$ cat config.mk
export PLATFORM = sky130hd
export DESIGN_NAME = riscv_uart_rx_flat
export DESIGN_NICKNAME = d
export VERILOG_FILES = /design/src/rtl/riscv_uart_pkg.sv /design/src/rtl/riscv_uart_rx_if.sv /design/src/rtl/riscv_uart_rx_fifo.sv /design/src/rtl/riscv_uart_rx.sv /design/src/flat_wrapper.sv
export SDC_FILE = /design/constraint.sdc
export NUM_CORES = 1
export LEC_CHECK = 0
export ABC_AREA = 1
export BUFFER_PORTS_ARGS = -buffer_cell sky130_fd_sc_hd__buf_2
export CAP_MARGIN = 25
export CORE_AREA = 4 4 152 117
export DETAILED_ROUTE_END_ITERATION = 6
export DIE_AREA = 0 0 156 121
export PLACE_DENSITY = 0.49
export SLEW_MARGIN = 20
export SYNTH_ARGS = -nofsm -noshare
export SYNTH_HDL_FRONTEND = slang
export SYNTH_SLANG_ARGS = --single-unit
$ cat constraint.sdc
create_clock -name clk -period 2.85 [get_ports clk]
set_clock_uncertainty 0.15 [all_clocks]
set_input_delay 0.57 -clock clk [delete_from_list [all_inputs] [get_ports clk]]
set_output_delay 0.57 -clock clk [all_outputs]
set_load 0.01 [all_outputs]
$ cat src/rtl/riscv_uart_pkg.sv
// Purpose: shared register map, STATUS bit positions and receiver FSM states for the UART RX block.
// Latency: n/a (types and constants only).
// Backpressure: n/a.
package riscv_uart_pkg;

    // Oversampling factor: ticks per serial bit.
    localparam int OVS = 16;

    // Register offsets, decoded from addr[11:0].
    typedef enum logic [11:0] {
        A_STATUS = 12'h000,
        A_RXDATA = 12'h008
    } addr_e;

    // STATUS register bit positions.
    localparam int ST_NONEMPTY  = 0;
    localparam int ST_FULL      = 1;
    localparam int ST_OVERRUN   = 2;
    localparam int ST_FRAME_ERR = 3;
    localparam int ST_COUNT_LSB = 8;

    // Receiver states.
    typedef enum logic [2:0] {
        IDLE,
        START,
        DATA,
        STOP,
        BREAK
    } rx_state_e;

    // Clocks per oversample tick, rounded down.
    function automatic int calc_div(input int clk_freq, input int baud);
        return clk_freq / (baud * OVS);
    endfunction

endpackage

$ cat src/rtl/riscv_uart_rx_if.sv
// Purpose: APB-style register bus between the CPU (master) and the UART RX peripheral (slave).
// Latency: access acts in the cycle where sel && enable; rdata is combinational.
// Backpressure: none, the slave never stalls (no ready signal).
interface riscv_uart_rx_if #(
    parameter int XLEN = 32
);
    logic            sel;
    logic            enable;
    logic            write;
    logic [XLEN-1:0] addr;
    logic [XLEN-1:0] wdata;
    logic [XLEN-1:0] rdata;

    modport master (
        output sel, enable, write, addr, wdata,
        input  rdata
    );

    modport slave (
        input  sel, enable, write, addr, wdata,
        output rdata
    );
endinterface

$ cat src/rtl/riscv_uart_rx_fifo.sv
// Purpose: synchronous FIFO holding received bytes. Ports: push_i/data_i in, pop_i/data_o out,
//          full_o/empty_o/count_o status. Latency: 1 clk push-to-visible; data_o shows head combinationally.
// Backpressure: push while full is ignored unless a pop happens in the same cycle; pop while empty is ignored.
module riscv_uart_rx_fifo #(
    parameter int DEPTH = 8,
    parameter int WIDTH = 8,
    localparam int AW   = $clog2(DEPTH),
    localparam int CW   = AW + 1
) (
    input  logic             clk,
    input  logic             rstn,
    input  logic             push_i,
    input  logic [WIDTH-1:0] data_i,
    input  logic             pop_i,
    output logic [WIDTH-1:0] data_o,
    output logic             full_o,
    output logic             empty_o,
    output logic [CW-1:0]    count_o
);

    logic [WIDTH-1:0] mem_q [DEPTH];
    logic [AW-1:0]    wr_ptr_q;
    logic [AW-1:0]    rd_ptr_q;
    logic [CW-1:0]    count_q;
    logic             do_push;
    logic             do_pop;

    assign full_o  = (count_q == CW'(DEPTH));
    assign empty_o = (count_q == '0);
    assign count_o = count_q;
    assign data_o  = mem_q[rd_ptr_q];

    // When full, a simultaneous pop frees the head slot; the write lands in that
    // same slot at the clock edge, after the head has already been read out.
    assign do_push = push_i && (!full_o || pop_i);
    assign do_pop  = pop_i && !empty_o;

    always_ff @(posedge clk or negedge rstn) begin
        if (!rstn) begin
            wr_ptr_q <= '0;
            rd_ptr_q <= '0;
            count_q  <= '0;
        end else begin
            if (do_push) wr_ptr_q <= wr_ptr_q + 1'b1;
            if (do_pop)  rd_ptr_q <= rd_ptr_q + 1'b1;
            case ({do_push, do_pop})
                2'b10:   count_q <= count_q + 1'b1;
                2'b01:   count_q <= count_q - 1'b1;
                default: count_q <= count_q;
            endcase
        end
    end

    // Storage needs no reset: entries are only observed once written.
    always_ff @(posedge clk) begin
        if (do_push) mem_q[wr_ptr_q] <= data_i;
    end

endmodule

$ cat src/rtl/riscv_uart_rx.sv
// Purpose: UART 8N1 receiver with RX FIFO on an APB-style bus. Ports: clk, rstn, bus (slave: STATUS @0x000,
//          RXDATA @0x008), rxd serial in. Latency: 2 clk synchroniser; byte visible 1 clk after mid-stop sample.
// Backpressure: none on the line; a byte arriving to a full FIFO without a same-cycle pop is dropped and flags overrun.
module riscv_uart_rx
    import riscv_uart_pkg::*;
#(
    parameter int XLEN       = 32,
    parameter int CLK_FREQ   = 50_000_000,
    parameter int BAUD       = 115200,
    parameter int FIFO_DEPTH = 8
) (
    input  logic              clk,
    input  logic              rstn,
    riscv_uart_rx_if.slave    bus,
    input  logic              rxd
);

    localparam int DIV  = calc_div(CLK_FREQ, BAUD);
    localparam int DIVW = (DIV > 1) ? $clog2(DIV) : 1;
    localparam int TCW  = $clog2(OVS);
    localparam int CW   = $clog2(FIFO_DEPTH) + 1;

    // ------------------------------------------------------------------
    // Input synchroniser; rx_prev_q gives the falling-edge detector.
    // ------------------------------------------------------------------
    logic rx_meta_q;
    logic rx_sync_q;
    logic rx_prev_q;
    logic rx_fall;

    always_ff @(posedge clk or negedge rstn) begin
        if (!rstn) begin
            rx_meta_q <= 1'b1;
            rx_sync_q <= 1'b1;
            rx_prev_q <= 1'b1;
        end else begin
            rx_meta_q <= rxd;
            rx_sync_q <= rx_meta_q;
            rx_prev_q <= rx_sync_q;
        end
    end

    assign rx_fall = rx_prev_q && !rx_sync_q;

    // ------------------------------------------------------------------
    // Oversample tick: free-running divider, re-phased on start detection
    // so the mid-bit sample point tracks the incoming frame.
    // ------------------------------------------------------------------
    logic [DIVW-1:0] div_cnt_q;
    logic            tick;
    logic            tick_restart;

    assign tick = (div_cnt_q == DIVW'(DIV - 1));

    always_ff @(posedge clk or negedge rstn) begin
        if (!rstn) begin
            div_cnt_q <= '0;
        end else if (tick_restart || tick) begin
            div_cnt_q <= '0;
        end else begin
            div_cnt_q <= div_cnt_q + 1'b1;
        end
    end

    // ------------------------------------------------------------------
    // Receiver FSM
    // ------------------------------------------------------------------
    rx_state_e      state_q;
    rx_state_e      state_d;
    logic [TCW-1:0] tick_cnt_q;
    logic [2:0]     bit_cnt_q;
    logic [7:0]     shift_q;
    logic           mid_tick;
    logic           bit_tick;

    // Start bit is checked half a bit in; later bits one full bit apart.
    assign mid_tick = tick && (tick_cnt_q == TCW'(OVS / 2 - 1));
    assign bit_tick = tick && (tick_cnt_q == TCW'(OVS - 1));

    always_ff @(posedge clk or negedge rstn) begin
        if (!rstn) state_q <= IDLE;
        else       state_q <= state_d;
    end

    always_comb begin
        state_d = state_q;
        case (state_q)
            IDLE:  if (rx_fall)  state_d = START;
            START: if (mid_tick) state_d = rx_sync_q ? IDLE : DATA;
            DATA:  if (bit_tick && bit_cnt_q == 3'd7) state_d = STOP;
            STOP:  if (bit_tick) state_d = rx_sync_q ? IDLE : BREAK;
            BREAK: if (rx_sync_q) state_d = IDLE;
            default: state_d = IDLE;
        endcase
    end

    logic tcnt_clr;
    logic tcnt_inc;
    logic bit_clr;
    logic shift_en;
    logic push_byte;
    logic set_fe;

    always_comb begin
        tick_restart = 1'b0;
        tcnt_clr     = 1'b0;
        tcnt_inc     = 1'b0;
        bit_clr      = 1'b0;
        shift_en     = 1'b0;
        push_byte    = 1'b0;
        set_fe       = 1'b0;
        case (state_q)
            IDLE: begin
                if (rx_fall) begin
                    tick_restart = 1'b1;
                    tcnt_clr     = 1'b1;
                end
            end
            START: begin
                if (mid_tick) begin
                    tcnt_clr = 1'b1;
                    bit_clr  = 1'b1;
                end else if (tick) begin
                    tcnt_inc = 1'b1;
                end
            end
            DATA: begin
                if (bit_tick) begin
                    tcnt_clr = 1'b1;
                    shift_en = 1'b1;
                end else if (tick) begin
                    tcnt_inc = 1'b1;
                end
            end
            STOP: begin
                if (bit_tick) begin
                    tcnt_clr  = 1'b1;
                    push_byte = rx_sync_q;
                    set_fe    = !rx_sync_q;
                end else if (tick) begin
                    tcnt_inc = 1'b1;
                end
            end
            default: ;
        endcase
    end

    always_ff @(posedge clk or negedge rstn) begin
        if (!rstn) begin
            tick_cnt_q <= '0;
            bit_cnt_q  <= '0;
            shift_q    <= '0;
        end else begin
            if (tcnt_clr)      tick_cnt_q <= '0;
            else if (tcnt_inc) tick_cnt_q <= tick_cnt_q + 1'b1;

            if (bit_clr)       bit_cnt_q <= '0;
            else if (shift_en) bit_cnt_q <= bit_cnt_q + 1'b1;

            // LSB arrives first, so shift in from the top.
            if (shift_en) shift_q <= {rx_sync_q, shift_q[7:1]};
        end
    end

    // ------------------------------------------------------------------
    // Bus decode and FIFO
    // ------------------------------------------------------------------
    logic [11:0]   addr_lo;
    logic          acc;
    logic          rd_acc;
    logic          wr_acc;
    logic          is_status;
    logic          is_rxdata;
    logic          rd_pop;
    logic          fifo_full;
    logic          fifo_empty;
    logic [7:0]    fifo_dout;
    logic [CW-1:0] fifo_count;
    logic          ovr_set;
    logic          overrun_q;
    logic          frame_err_q;
    logic          unused_bus;

    assign addr_lo   = bus.addr[11:0];
    assign acc       = bus.sel && bus.enable;
    assign rd_acc    = acc && !bus.write;
    assign wr_acc    = acc && bus.write;
    assign is_status = (addr_lo == A_STATUS);
    assign is_rxdata = (addr_lo == A_RXDATA);
    assign rd_pop    = rd_acc && is_rxdata && !fifo_empty;

    // Only a same-cycle pop makes room in a full FIFO.
    assign ovr_set   = push_byte && fifo_full && !rd_pop;

    assign unused_bus = ^{bus.addr[XLEN-1:12], bus.wdata[XLEN-1:4], bus.wdata[1:0]};

    riscv_uart_rx_fifo #(
        .DEPTH (FIFO_DEPTH),
        .WIDTH (8)
    ) u_fifo (
        .clk     (clk),
        .rstn    (rstn),
        .push_i  (push_byte),
        .data_i  (shift_q),
        .pop_i   (rd_pop),
        .data_o  (fifo_dout),
        .full_o  (fifo_full),
        .empty_o (fifo_empty),
        .count_o (fifo_count)
    );

    // Sticky error flags: W1C, a new event in the clearing cycle wins.
    always_ff @(posedge clk or negedge rstn) begin
        if (!rstn) begin
            overrun_q   <= 1'b0;
            frame_err_q <= 1'b0;
        end else begin
            if (ovr_set)
                overrun_q <= 1'b1;
            else if (wr_acc && is_status && bus.wdata[ST_OVERRUN])
                overrun_q <= 1'b0;

            if (set_fe)
                frame_err_q <= 1'b1;
            else if (wr_acc && is_status && bus.wdata[ST_FRAME_ERR])
                frame_err_q <= 1'b0;
        end
    end

    logic [15:0]     status_w;
    logic [XLEN-1:0] rd_mux;

    always_comb begin
        status_w                     = '0;
        status_w[ST_NONEMPTY]        = !fifo_empty;
        status_w[ST_FULL]            = fifo_full;
        status_w[ST_OVERRUN]         = overrun_q;
        status_w[ST_FRAME_ERR]       = frame_err_q;
        status_w[ST_COUNT_LSB +: 8]  = 8'(fifo_count);
    end

    always_comb begin
        rd_mux = '0;
        if (bus.sel && !bus.write) begin
            case (addr_lo)
                A_STATUS: rd_mux = XLEN'(status_w);
                A_RXDATA: if (!fifo_empty) rd_mux = XLEN'(fifo_dout);
                default:  rd_mux = '0;
            endcase
        end
    end

    assign bus.rdata = rd_mux;

endmodule

$ cat src/flat_wrapper.sv
// flat-port wrapper written by rule: the top's interface ports become plain ports
module riscv_uart_rx_flat import riscv_uart_pkg::*;
#(
    parameter int XLEN       = 32,
    parameter int CLK_FREQ   = 50_000_000,
    parameter int BAUD       = 115200,
    parameter int FIFO_DEPTH = 8
)
  (clk, rstn, rxd, bus_sel, bus_enable, bus_write, bus_addr, bus_wdata, bus_rdata);
  riscv_uart_rx_if #(.XLEN(XLEN)) bus_i ();
  input  logic clk;
  input  logic rstn;
  input  logic rxd;
  input wire logic [$bits(bus_i.sel)-1:0] bus_sel;
  input wire logic [$bits(bus_i.enable)-1:0] bus_enable;
  input wire logic [$bits(bus_i.write)-1:0] bus_write;
  input wire logic [$bits(bus_i.addr)-1:0] bus_addr;
  input wire logic [$bits(bus_i.wdata)-1:0] bus_wdata;
  output wire logic [$bits(bus_i.rdata)-1:0] bus_rdata;
  assign bus_i.sel = bus_sel;
  assign bus_i.enable = bus_enable;
  assign bus_i.write = bus_write;
  assign bus_i.addr = bus_addr;
  assign bus_i.wdata = bus_wdata;
  assign bus_rdata = bus_i.rdata;
  riscv_uart_rx #(.XLEN(XLEN), .CLK_FREQ(CLK_FREQ), .BAUD(BAUD), .FIFO_DEPTH(FIFO_DEPTH)) u_core (.clk(clk), .rstn(rstn), .bus(bus_i), .rxd(rxd));
endmodule
# After elaboration in Yosys (flattened, before gate mapping)

Memory sizes are Yosys's and may differ from the RTL's.
Index checks and enable logic that the tools add are counted.

Flip-flop bits (word level): 38
Bits in latches: 0
Memory bits (writable): 64
Bits in read-only memories: 0
Input bits: 70
Output and inout bits: 32
Logic and storage cells: 110
Memories: 1

$add $sub $neg: 7
$mul: 0
Div/mod/pow operators: 0
Magnitude comparators: 0
Equality and inequality tests: 17
Shift-type cells: 0
Multiplexer cells: 38
Bitwise gates (word level): 0
Reductions and logical operators: 34

Memory list:

| memory              | words | bits a word | rd ports | clocked after memory_dff | write ports | RTL line                 | text |
|---|---|---|---|---|---|---|---|
| u_core.u_fifo.mem_q | 8     | 8           | 1        | 0                        | 1           | riscv_uart_rx_fifo.sv:21 | `logic [WIDTH-1:0] mem_q [DEPTH];` |

Operators with widths:

| cell                  | count |
|---|---|
| $pmux W32 S2          | 1 |
| $mux W32              | 1 |
| $mux W3               | 8 |
| $mux W1               | 19 |
| $logic_and A1 B1 Y1   | 17 |
| $pmux W3 S5           | 1 |
| $eq A12 B4 Y1 const B | 1 |
| $logic_not A12 Y1     | 1 |
| $ne A2 B1 Y1 const B  | 5 |
| $reduce_bool A2 Y1    | 5 |
| $add A3 B1 Y3 const B | 3 |
| $add A4 B1 Y4 const B | 2 |
| $eq A4 B4 Y1 const B  | 2 |
| $mux W4               | 2 |
| $mux W8               | 1 |
| $pmux W4 S2           | 1 |
| $eq A3 B2 Y1 const B  | 2 |
| $eq A3 B3 Y1 const B  | 2 |
| $add A5 B1 Y5 const B | 1 |
| $eq A5 B5 Y1 const B  | 1 |
| $logic_not A1 Y1      | 5 |
| $mux W5               | 1 |
| $reduce_and A5 Y1     | 1 |
| $eq A4 B3 Y1 const B  | 1 |
| other kinds (11)      | 12 |

# Longest topological paths before layout

Gate-level depths: netlist (run 1).

Depth after elaboration: 8
Mapped depth: 16

# Cells and area by module

Synthesis (run 1) repeated with hierarchy kept, for this count alone.

Cell total of the unflattened synthesis: 604
Area, all modules: 5256.3 um^2

Modules (own cells, without submodules):

| module             | times used | cells an instance | area each (um^2) |
|---|---|---|---|
| riscv_uart_rx_fifo | 1          | 365               | 3413.3 |
| riscv_uart_rx      | 1          | 239               | 1843.0 |

# Worst setup path before layout (run 1)

Ideal clock, no wire load.

Kind: input port to flip-flop
Start point: input bus_addr[1]
End point: register u_core.u_fifo.count_q[3] (netlist: u_core.u_fifo.count_o[3])
Data arrival time: 2.310 ns
Data required time: 2.579 ns
Path slack: 0.268 ns
Cell stages on the path: 14
Cells stage by stage: nor2_1 > nand2_1 > nor2_1 > nand3_1 > nand3_1 > nand2_1 > ha_1 > ha_1 > a21oi_1 > nand2_1 > a21oi_1 > o21ai_0 > nand2_1 > nand2_1

Word-level cells in the longest chain between the ends: 7
Elaborated cells on any way between the ends: 10
Those cells by class: eq/ne (3); mux (1); reduce/logical (6)

RTL lines:

| element                                           | RTL line                 | text |
|---|---|---|
| start: declaration                                | flat_wrapper.sv:17       | `input wire logic [$bits(bus_i.addr)-1:0] bus_addr;` |
| $eq A12 B4 Y1 (*)                                 | riscv_uart_rx.sv:189     | `assign is_rxdata = (addr_lo == A_RXDATA);` |
| $logic_and A1 B1 Y1 (*) (2 in a row)              | riscv_uart_rx.sv:190     | `assign rd_pop = rd_acc && is_rxdata && !fifo_empty;` |
| $logic_or A1 B1 Y1                                | riscv_uart_rx_fifo.sv:35 | `assign do_push = push_i && (!full_o \|\| pop_i);` |
| $logic_and A1 B1 Y1                               | riscv_uart_rx_fifo.sv:35 |  |
| $eq A2 B1 Y1 or $eq A2 B2 Y1 (tied branches)      | riscv_uart_rx_fifo.sv:46 | `case ({do_push, do_pop})` |
| $pmux W4 S2 or $reduce_bool A2 Y1 (tied branches) | n/a                      |  |
| end signal: assignment                            | riscv_uart_rx_fifo.sv:47 | `2'b10: count_q <= count_q + 1'b1;` |
| end signal: assignment                            | riscv_uart_rx_fifo.sv:48 | `2'b01: count_q <= count_q - 1'b1;` |
| end signal: assignment                            | riscv_uart_rx_fifo.sv:49 | `default: count_q <= count_q;` |
| end: declaration                                  | riscv_uart_rx_fifo.sv:24 | `logic [CW-1:0] count_q;` |

Every way passes the cells marked *; elsewhere a longest branch is shown, timed or not.
A chain may end at the register's enable or synchronous reset.

# Worst setup path after layout (run 1)

Start point: register u_core.tick_cnt_q[0]
End point: register u_core.u_fifo.count_q[3] (netlist: u_core.u_fifo.count_o[3])

Word-level cells in the longest chain between the ends: 7
Elaborated cells on any way between the ends: 9
Those cells by class: eq/ne (3); mux (3); reduce/logical (3)

RTL lines:

| element                                           | RTL line                 | text |
|---|---|---|
| start: declaration                                | riscv_uart_rx.sv:70      | `logic [TCW-1:0] tick_cnt_q;` |
| start signal: assignment                          | riscv_uart_rx.sv:155     | `else if (tcnt_inc) tick_cnt_q <= tick_cnt_q + 1'b1;` |
| $eq A4 B4 Y1 (*)                                  | riscv_uart_rx.sv:78      | `assign bit_tick = tick && (tick_cnt_q == TCW'(OVS - 1));` |
| $logic_and A1 B1 Y1 (*)                           | riscv_uart_rx.sv:78      |  |
| $mux W1 (*)                                       | riscv_uart_rx.sv:136     | `if (bit_tick) begin` |
| $mux W1 (*)                                       | riscv_uart_rx.sv:112     | `case (state_q)` |
| $logic_and A1 B1 Y1 (*)                           | riscv_uart_rx_fifo.sv:35 |  |
| $eq A2 B1 Y1 or $eq A2 B2 Y1 (tied branches)      | riscv_uart_rx_fifo.sv:46 |  |
| $pmux W4 S2 or $reduce_bool A2 Y1 (tied branches) | n/a                      |  |

Marks and branches as above.

==> results of run 1 <==
-- path summary, 6_finish.rpt --
path	start	cells after the start	slack [ns]	endpoint
max reg2reg	u_core.tick_cnt_q[0]	14	0.19	u_core.u_fifo.count_o[3]
max	u_core.tick_cnt_q[0]	14	0.19	u_core.u_fifo.count_o[3]
min in group asynchronous	rstn	2	0.46	u_core.div_cnt_q[1]
max in group asynchronous	rstn	3	1.58	u_core.rx_prev_q
min reg2reg	u_core.rx_meta_q	0	0.21	u_core.rx_sync_q
min	rxd	1	0.17	u_core.rx_meta_q
-- where the power goes --
part,switching (W),total [W],internal (W)
registers,0.0000550,0.00166,0.00161
logic,0.000183,0.000305,0.000122
clock network,0.000575,0.00119,0.000614
total,0.000814,0.00316,0.00234
-- cell usage after synthesis (2+ instances only) --
cell	n	area share, %
nand2_2	2	0.26
nor3_1	4	0.42
nand2_1	98	7.6
buf_2	7	0.73
nor3_4	2	0.68
inv_1	33	2.6
a21oi_1	17	1.8
o211ai_1	3	0.47
o21ai_1	3	0.31
clkbuf_1	4	0.31
nor2_1	73	5.7
buf_4	20	3.1
o21ai_0	35	3.6
nand2_4	2	0.47
xnor2_1	2	0.36
xor2_1	6	1.1
ha_1	10	2.6
inv_2	2	0.16
o22ai_1	8	1.0
dfrtp_1	35	18
nand3_1	41	4.3
nand4_1	4	0.52
edfxtp_1	64	40
dfstp_2	3	1.6
-- kinds of logic after synthesis --
group,after synthesis,share of synthesized area [%]
AO/OA/AOI/OAI,68,7.536
AND/OR/NAND/NOR,230,20.84
flip-flops,102,59.75
other,1,0.07789
XOR/XNOR,8,1.455
buffers and inverters,69,7.328
adder cells (fa/ha/maj),11,3.015
-- through the flow --
stage	cell area (um2)	power [W]	utilization (%)	std cells
after floorplan	4886	0.001916	-	508
after global placement	5256	0.001963	31.92	743
after detailed placement	5256	0.001974	31.92	743
after CTS	5547	0.003164	33.68	759
after global routing	5615	0.003307	34.10	764
final	5615	0.003156	34.10	764
-- cells in the final DEF (no fill, tap or decap), types with 2 or more instances in the layout --
cell | netlist | routed
nand3_1 | 41 | 41
o21ai_0 | 35 | 35
ha_1 | 10 | 9
clkinv_4 | 0 | 2
o21ai_1 | 3 | 3
inv_2 | 2 | 2
nand2_1 | 98 | 98
o22ai_1 | 8 | 8
nor3_4 | 2 | 3
nor3_1 | 4 | 4
buf_2 | 7 | 31
dfstp_2 | 3 | 3
xnor2_1 | 2 | 2
a21oi_1 | 17 | 17
inv_1 | 33 | 33
conb_1 | 1 | 20
nor2_1 | 73 | 72
buf_4 | 20 | 24
inv_6 | 0 | 2
nand4_1 | 4 | 4
inv_8 | 0 | 2
dfrtp_1 | 35 | 35
nand2_4 | 2 | 2
o211ai_1 | 3 | 3
clkbuf_16 | 0 | 9
nand2_2 | 2 | 2
edfxtp_1 | 64 | 64
xor2_1 | 6 | 6
-- metal layers --
metal / vias to the layer above / part of all wire [%] / track usage (%)
li1: 1716 / - / -
met1: 1642 / 49 / 15.87
met2: 64 / 45 / 17.49
met3: 10 / 4.9 / 2.816
met4: 0 / 1.3 / 3.226
met5: - / 0 / 0
-- repair_timing --
item | in CTS | in global routing
gates resized for setup | 0 | 4
setup endpoints to repair | 0 | 1
setup buffers | 0 | 3
endpoints found under the hold margin | 0 | 8
hold buffers | 0 | 1
-- area by class of cell --
type	count	area (um2)	area share, %
Inverter	37	141.4	2.518
Tap cell	215	269.0	4.791
Multi-Input combinational cell	337	1673	29.79
Sequential cell	102	2877	51.23
Clock buffer	9	225.2	4.011
Clock inverter	7	65.06	1.159
Timing Repair Buffer	57	365.4	6.506
-- state kept, by name, indices dropped and copies added, names as in the netlist, 3 cells and up --
| signal | count |
|---|---|
| u_core.u_fifo.mem_q | 64 |
| u_core.shift_q | 8 |
| u_core.div_cnt_q | 5 |
| u_core.tick_cnt_q | 4 |
| u_core.u_fifo.count_o | 4 |
| u_core.bit_cnt_q | 3 |
| u_core.state_q | 3 |
| u_core.u_fifo.rd_ptr_q | 3 |
| u_core.u_fifo.wr_ptr_q | 3 |
==> reports/metrics.yaml, run 1 <==
antenna_found_initial: 0
overflow: 0
min_period_ns: 2.660
syn_avg_cell_area_um2: 9.846
cp_data_arrival_time_ns: 2.75
synth_cells: 489
p_leak_nw: 2.511
status: "complete, no violations"
critPathKind: "reg2reg"
cap_violations: 0
vias_per_cell: 4.492
worstSkewPairLatency_ns: 0.34
grt_use_total_pct: 11.34
drt_iter0_drc: 200
ios: 102
hold_viol: 0
grt_max_degree: 39
vias: 3432
coreArea_um2: 16470
synth_edf_count: 64
ctsLongestPathBuffers: 2
root_buffer: "clkbuf_16"
post-route-drc-count: 0
die_h_um: 121
clkTransAtPathRegs_ns: 0.08
slew_headroom_pct: 63.00
path_cells: "ha_1 > nand2_1 > nor2_4 > nand2_4 > nor3_4 > nand2_1 > ha_2 > ha_1 > a21oi_1 > nand2_1 > a21oi_1 > o21ai_0 > nand2_1 > nand2_1"
worst_slew_pin_slew_ns: 0.5493
placement_rows: 41
final_net_count: 625
crit_path_start_kind: "flip-flop"
finalMaxSlewViolations: 0
grt_pass1_wl_mm: 16.63
fill_cells: 1673
power_density_nw_per_um2: 562.1
hold_ws_ns: 0.1710
end_kind: "flip-flop"
synth_seq_cells: 102
area_growth_pct: 16.63
required_ns: 2.93
cts_buffers: 9
synth_area_um2: 4815
place_congestion: 0.7731
peakVddDrop_uv: 280.2
cp_max_fo: 4
cp_slowest_cell: "dfrtp_1"
finalSetupViolCount: 0
first_global_vias: 3213
slowest_delay_ns: 0.40
cts_htree_levels: 3
yosysSeqAreaShare_pct: 59.75
ys_warn_count: 0
max_freq_mhz: 375.9
routedWlPerCell_um: 13.83
die_w_um: 156
detail-route-antenna-nets: 0
path_common_cell: "nand2_1"
dp_hpwl_mm: 7.313
fin_tns_setup_ns: 0
hold_class: "in2reg"
clkSinkCount: 102
layout-drive-gt1-share_pct: 16.39
n_antenna_cell: 0
yosysUniqueCellTypes: 35
cp_top_family: "simple AND/OR/NAND/NOR gates"
dp_slack_ns: 0.02312
cp_num_buf_inv: 0
initial_core_util_pct: 29.24
async_flop_share_pct: 37.25
postRouteWirelength_mm: 10.56
worst_slack_ns: 0.1899
die-area_um2: 18880
min_period_over_period_pct: 93.34
cts_tree: "built"
port_buffers: 31
drt_pass1_iterations: 5
ys.flop_type: "edfxtp_1"
No activity file was read; power rests on OpenSTA's default activity.
==> run 2: changes to the inputs <==
--- a/config.mk
+++ b/config.mk
@@ -6,12 +6,13 @@
 export NUM_CORES = 1
 export LEC_CHECK = 0
 export ABC_AREA = 1
-export BUFFER_PORTS_ARGS = -buffer_cell sky130_fd_sc_hd__buf_2
 export CAP_MARGIN = 25
 export CORE_AREA = 4 4 152 117
+export CTS_CLUSTER_DIAMETER = 60
 export DETAILED_ROUTE_END_ITERATION = 6
 export DIE_AREA = 0 0 156 121
-export PLACE_DENSITY = 0.49
+export DONT_BUFFER_PORTS = 1
+export PLACE_DENSITY = 0.43
 export SLEW_MARGIN = 20
 export SYNTH_ARGS = -nofsm -noshare
 export SYNTH_HDL_FRONTEND = slang
==> constraint.sdc (replaced) <==
create_clock -name clk -period 2.85 [get_ports clk]
set_clock_uncertainty 0.15 [all_clocks]
set_input_delay 0.57 -clock clk [delete_from_list [all_inputs] [get_ports clk]]
set_output_delay 0.57 -clock clk [all_outputs]
set_load 0.1 [all_outputs]
==> run 2 against run 1 <==
Against the previous run: hold slack worse by 0.10 ns; clock power about the same; combinational power up 24%; global-route usage up 0.65 points; sequential power about the same; worst setup slack worse by 0.031 ns; utilization up 1.5 points; register-to-register slack about the same; total power up 1.9%; non-clock buffer count down 16; routed wire length up 1.2%.
==> reports/metrics.yaml, run 2 (synthesized netlist as in run 1, its figures left out) <==
hold-path-cell-count: 0
cap_violations: 0
finalSetupViolCount: 0
drt_pass1_iterations: 4
layout-drive-gt1-share_pct: 16.70
cts_buffers: 9
antenna_found_initial: 0
largest_register: "u_core.u_fifo.mem_q"
cts_htree_levels: 3
crit_path_start_kind: "flip-flop"
grt_max_degree: 39
n_antenna_cell: 0
die_w_um: 156
worst_slack_ns: 0.1586
critPathKind: "reg2out"
die_h_um: 121
initial_core_util_pct: 29.24
cp_data_arrival_time_ns: 1.97
mostFrequentLayoutCell: "nand2_1"
status: "complete, no violations"
place_area_um2: 5466
port_buffers: 0
hp-start: "rxd"
placement_rows: 41
postLayoutCellArea_um2: 5857
root_buffer: "clkbuf_16"
dp_hpwl_mm: 7.408
slew_headroom_pct: 62.47
final_net_count: 609
ctsLongestPathBuffers: 2
clkTransAtPathRegs_ns: 0.08
peakVddDrop_uv: 277.2
area_growth_pct: 21.65
drt_iter0_drc: 165
hold_class: "in2reg"
timing.rr.start: "u_core.tick_cnt_q[0]"
worst_slew_pin_slew_ns: 0.5571
coreArea_um2: 16470
post-route-drc-count: 0
grt_pass1_wl_mm: 17.42
overflow: 0
hold_viol: 0
p_leak_nw: 2.554
routedWlPerCell_um: 14.29
worstSkewPairLatency_ns: 0.34
power_density_nw_per_um2: 549.0
layout_common_cells: "nand2_1 (98), nor2_1 (72), edfxtp_1 (64), nand3_1 (40), o21ai_0 (35)"
required_ns: 2.13
fin_tns_setup_ns: 0
min_period_over_period_pct: 94.43
max_freq_mhz: 371.6
largest_reg_flops: 64
vias: 3291
cts_tree: "built"
end_kind: "primary output"
clkSinkCount: 102
place_congestion: 0.8127
grt_use_total_pct: 11.99
cp_max_fo: 32
crit_start: "u_core.u_fifo.rd_ptr_q[0]"
detail-route-antenna-nets: 0
die-area_um2: 18880
finalMaxSlewViolations: 0
largest_registers: "u_core.u_fifo.mem_q (64), u_core.shift_q (8), u_core.div_cnt_q (5)"
ios: 102
vias_per_cell: 4.400
rr_worst_depth: 14
first_global_vias: 3229
postRouteWirelength_mm: 10.69
dp_slack_ns: 0.07598
min_period_ns: 2.691
-- run 2: cell types whose count changed in the layout (fill, tap and decap cells not counted), sizes merged --
cell and change:
clkinv +1, inv -1, buf -16
-- run 2: timing repair --
item                       4_1_cts  5_1_grt
buffers inserted                 0        4
hold endpoints to repair        38        0
pin swaps                        0        1
resized for setup                1        7
setup endpoints to repair        1        9
hold buffers                     2        0
-- run 2: cell type report --
| cell class | instances | area, um2 |
|---|---|---|
| Fill cell | 1619 | 10610 |
| Sequential cell | 102 | 2878 |
| Multi-Input combinational cell | 337 | 1789 |
| Timing Repair Buffer | 41 | 489.2 |
| Tap cell | 215 | 269.0 |
| Clock buffer | 9 | 225.2 |
| Inverter | 37 | 141.4 |
| Clock inverter | 7 | 65.06 |
-- run 2: per-layer routing --
layer	routed length (um)	global-route usage, %
met1	5298	16.59
met2	4909	19.05
met5	0	0
met4	89	2.734
met3	391	2.995
-- run 2: final timing paths --
kind	slack, ns	end
worst max-delay path	0.16	bus_rdata[3]
worst min-delay path	0.07	u_core.rx_meta_q
worst max register to register	0.20	u_core.u_fifo.count_o[3]
worst min register to register	0.21	u_core.rx_sync_q
max in group asynchronous	1.73	u_core.rx_sync_q
min in group asynchronous	0.52	u_core.u_fifo.rd_ptr_q[0]
-- run 2: worst max-delay path, stage by stage (launching register included) --
cell	delay [ns]
dfrtp_2	0.46
inv_1	0.11
buf_12	0.19
nand2_1	0.07
nand2_1	0.07
nand2_1	0.05
nand3_1	0.12
nand3_1	0.16
a21oi_4	0.20
buf_12	0.19
-- run 2: stage by stage --
step                power [W]  instances  util, %  hold slack (ns)
global route         0.003376        748    35.57          0.04459
detailed placement   0.002056        726    33.20           0.1256
floorplan            0.002020        508        -           0.1244
CTS                  0.003261        744    35.17          0.05423
finish               0.003215        748    35.57          0.06964
global placement     0.002044        726    33.20           0.1258
-- run 2: power by group --
group          leakage (nW)  switching, W  internal (W)
combinational          1.18      0.000280     0.0000976
sequential             1.24     0.0000555       0.00161
clock                 0.140      0.000563      0.000612
==> run 3: changes to the inputs <==
--- a/config.mk
+++ b/config.mk
@@ -6,13 +6,14 @@
 export NUM_CORES = 1
 export LEC_CHECK = 0
 export ABC_AREA = 1
-export CAP_MARGIN = 25
-export CORE_AREA = 4 4 152 117
+export CAP_MARGIN = 20
+export CORE_AREA = 4 4 108 84
 export CTS_CLUSTER_DIAMETER = 60
 export DETAILED_ROUTE_END_ITERATION = 6
-export DIE_AREA = 0 0 156 121
+export DIE_AREA = 0 0 112 88
 export DONT_BUFFER_PORTS = 1
-export PLACE_DENSITY = 0.43
+export PLACE_DENSITY = 0.76
+export SETUP_SLACK_MARGIN = 0.05
 export SLEW_MARGIN = 20
 export SYNTH_ARGS = -nofsm -noshare
 export SYNTH_HDL_FRONTEND = slang
==> run 3 against run 2 <==
Against the previous run: total power is 5.3% lower; clock power is 15% lower; critical path type unchanged; design area is 2.3% lower; global-route usage is 10 points higher; final cell count is 14% lower; register-to-register slack hardly changed; first-iteration DRC count is 82% higher; count of clock-buffer cells in the layout is 4 higher; sequential cell count stayed put; largest cell class unchanged; utilization is 37 points higher; hold slack worse by 0.023 ns.
==> reports/metrics.yaml, run 3 (synthesized netlist as in run 1, its figures left out) <==
fin_util_pct: 72.59
ctsLongestPathBuffers: 2
drt_iter0_drc: 301
end_kind: "primary output"
fin_tns_setup_ns: 0
final_net_count: 615
die_w_um: 112
clkTransAtPathRegs_ns: 0.10
cp_slowest_cell: "dfrtp_2"
place_congestion: 0.8201
drt_pass1_iterations: 5
dp_hpwl_mm: 7.156
routedWlPerCell_um: 16.48
finalMaxSlewViolations: 0
p_sw_share_pct: 27.03
worst_slew_pin_slew_ns: 0.5400
max_freq_mhz: 369.5
p_clk_share_pct: 33.0
postLayoutCellArea_um2: 5722
root_buffer: "clkbuf_8"
cp_num_buf_inv: 2
p_int_w: 0.002221
n_antenna_cell: 0
fill_cells: 510
clkSinkCount: 102
layout_common_cells: "nand2_1 (98), nor2_1 (71), edfxtp_1 (64), nand3_1 (41), o21ai_0 (35)"
min_period_ns: 2.706
cp_top_family: "simple AND/OR/NAND/NOR gates"
vias: 3587
mostFrequentLayoutCell: "nand2_1"
critPathKind: "reg2out"
cap_violations: 0
finalSetupViolCount: 0
postRouteWirelength_mm: 10.61
worst_slack_ns: 0.1440
post-route-drc-count: 0
power_density_nw_per_um2: 531.9
ios: 102
required_ns: 2.13
p_leak_nw: 2.551
largest_register: "u_core.u_fifo.mem_q"
rr_worst_depth: 14
largest_registers: "u_core.u_fifo.mem_q (64), u_core.shift_q (8), u_core.div_cnt_q (5)"
rsz0062_at_grt: "true"
dp_slack_ns: 0.07159
hold_class: "in2reg"
min_period_over_period_pct: 94.95
vias_per_cell: 5.570
peakVddDrop_uv: 357.0
layout-drive-gt1-share_pct: 17.63
cts_tree: "built"
hold_viol: 0
cts_htree_levels: 3
cp_data_arrival_time_ns: 1.99
place_area_um2: 5324
status: "complete, no violations"
hold-path-cell-count: 0
power_switching_w: 0.0008226
placement_rows: 28
slowest_delay_ns: 0.44
cp_max_fo: 27
crit_path_start_kind: "flip-flop"
path_cells: "buf_8 > nor2_1 > nor2_1 > o21ai_0 > nand3_1 > nand3_1 > a21oi_4 > buf_12"
worstSkewPairLatency_ns: 0.36
grt_use_total_pct: 22.38
pwr-share-comb_pct: 12.5
slew_headroom_pct: 63.62
grt_max_degree: 39
cts_buffers: 9
die-area_um2: 9856
initial_core_util_pct: 61.08
grt_pass1_wl_mm: 17.26
crit_cells: 8
area_growth_pct: 18.84
antenna_found_initial: 0
first_global_vias: 3497
p_total_w: 0.003043
largest_reg_flops: 64
overflow: 0
die_h_um: 88
port_buffers: 0
detail-route-antenna-nets: 0
pwr-share-seq_pct: 54.5
coreArea_um2: 7883
[run 3: metal layers]
layer	global-route usage (%)	vias to the layer above	routed length [um]
li1	-	1691	-
met1	29.14	1718	4423
met2	37.81	162	5122
met3	5.870	16	905
met4	6.441	0	163
met5	0	-	0
[run 3: worst paths after layout]
kind                                                  end                      start  slack [ns]
worst min-delay path                     u_core.rx_meta_q                        rxd        0.05
min in group asynchronous       u_core.u_fifo.rd_ptr_q[1]                       rstn        0.50
max in group asynchronous                u_core.rx_meta_q                       rstn        1.78
worst max-delay path                         bus_rdata[3]  u_core.u_fifo.rd_ptr_q[0]        0.14
worst max register to register   u_core.u_fifo.count_o[3]       u_core.tick_cnt_q[0]        0.21
worst min register to register           u_core.rx_sync_q           u_core.rx_meta_q        0.21
[run 3: timing repair]
item / 4_1_cts / 5_1_grt
hold buffers: 2 / 0
pin swaps: 0 / 2
endpoints found under the setup margin: 5 / 9
resized for setup: 4 / 10
endpoints found under the hold margin: 38 / 0
setup buffers: 0 / 11
[run 3: area by class of cell]
cell class / instances / area (um2) / share of cell area, %
clock buffer: 13 / 181.4 / 3.171
clock inverter: 3 / 45.04 / 0.7872
sequential: 102 / 2879 / 50.32
inverter: 37 / 145.1 / 2.537
tap: 105 / 131.4 / 2.296
timing repair buffer: 47 / 538.0 / 9.403
multi-input combinational: 337 / 1802 / 31.49
[run 3: power groups by stage]
stage | Combinational (W) | Sequential (W) | Clock [W]
4_1_cts | 0.000378 | 0.00166 | 0.00101
6_report | 0.000380 | 0.00166 | 0.00100
3_3_place_gp | 0.000344 | 0.00169 | 0
2_1_floorplan | 0.000339 | 0.00168 | 0
3_5_place_dp | 0.000362 | 0.00169 | 0
5_1_grt | 0.000420 | 0.00167 | 0.00109
[run 3: metrics by stage]
| stage | instances | hold slack, ns |
|---|---|---|
| 2_1_floorplan | 508 | 0.1244 |
| 4_1_cts | 633 | 0.03453 |
| 6_report | 644 | 0.04694 |
| 3_5_place_dp | 615 | 0.1254 |
| 5_1_grt | 644 | 0.01615 |
| 3_3_place_gp | 615 | 0.1255 |
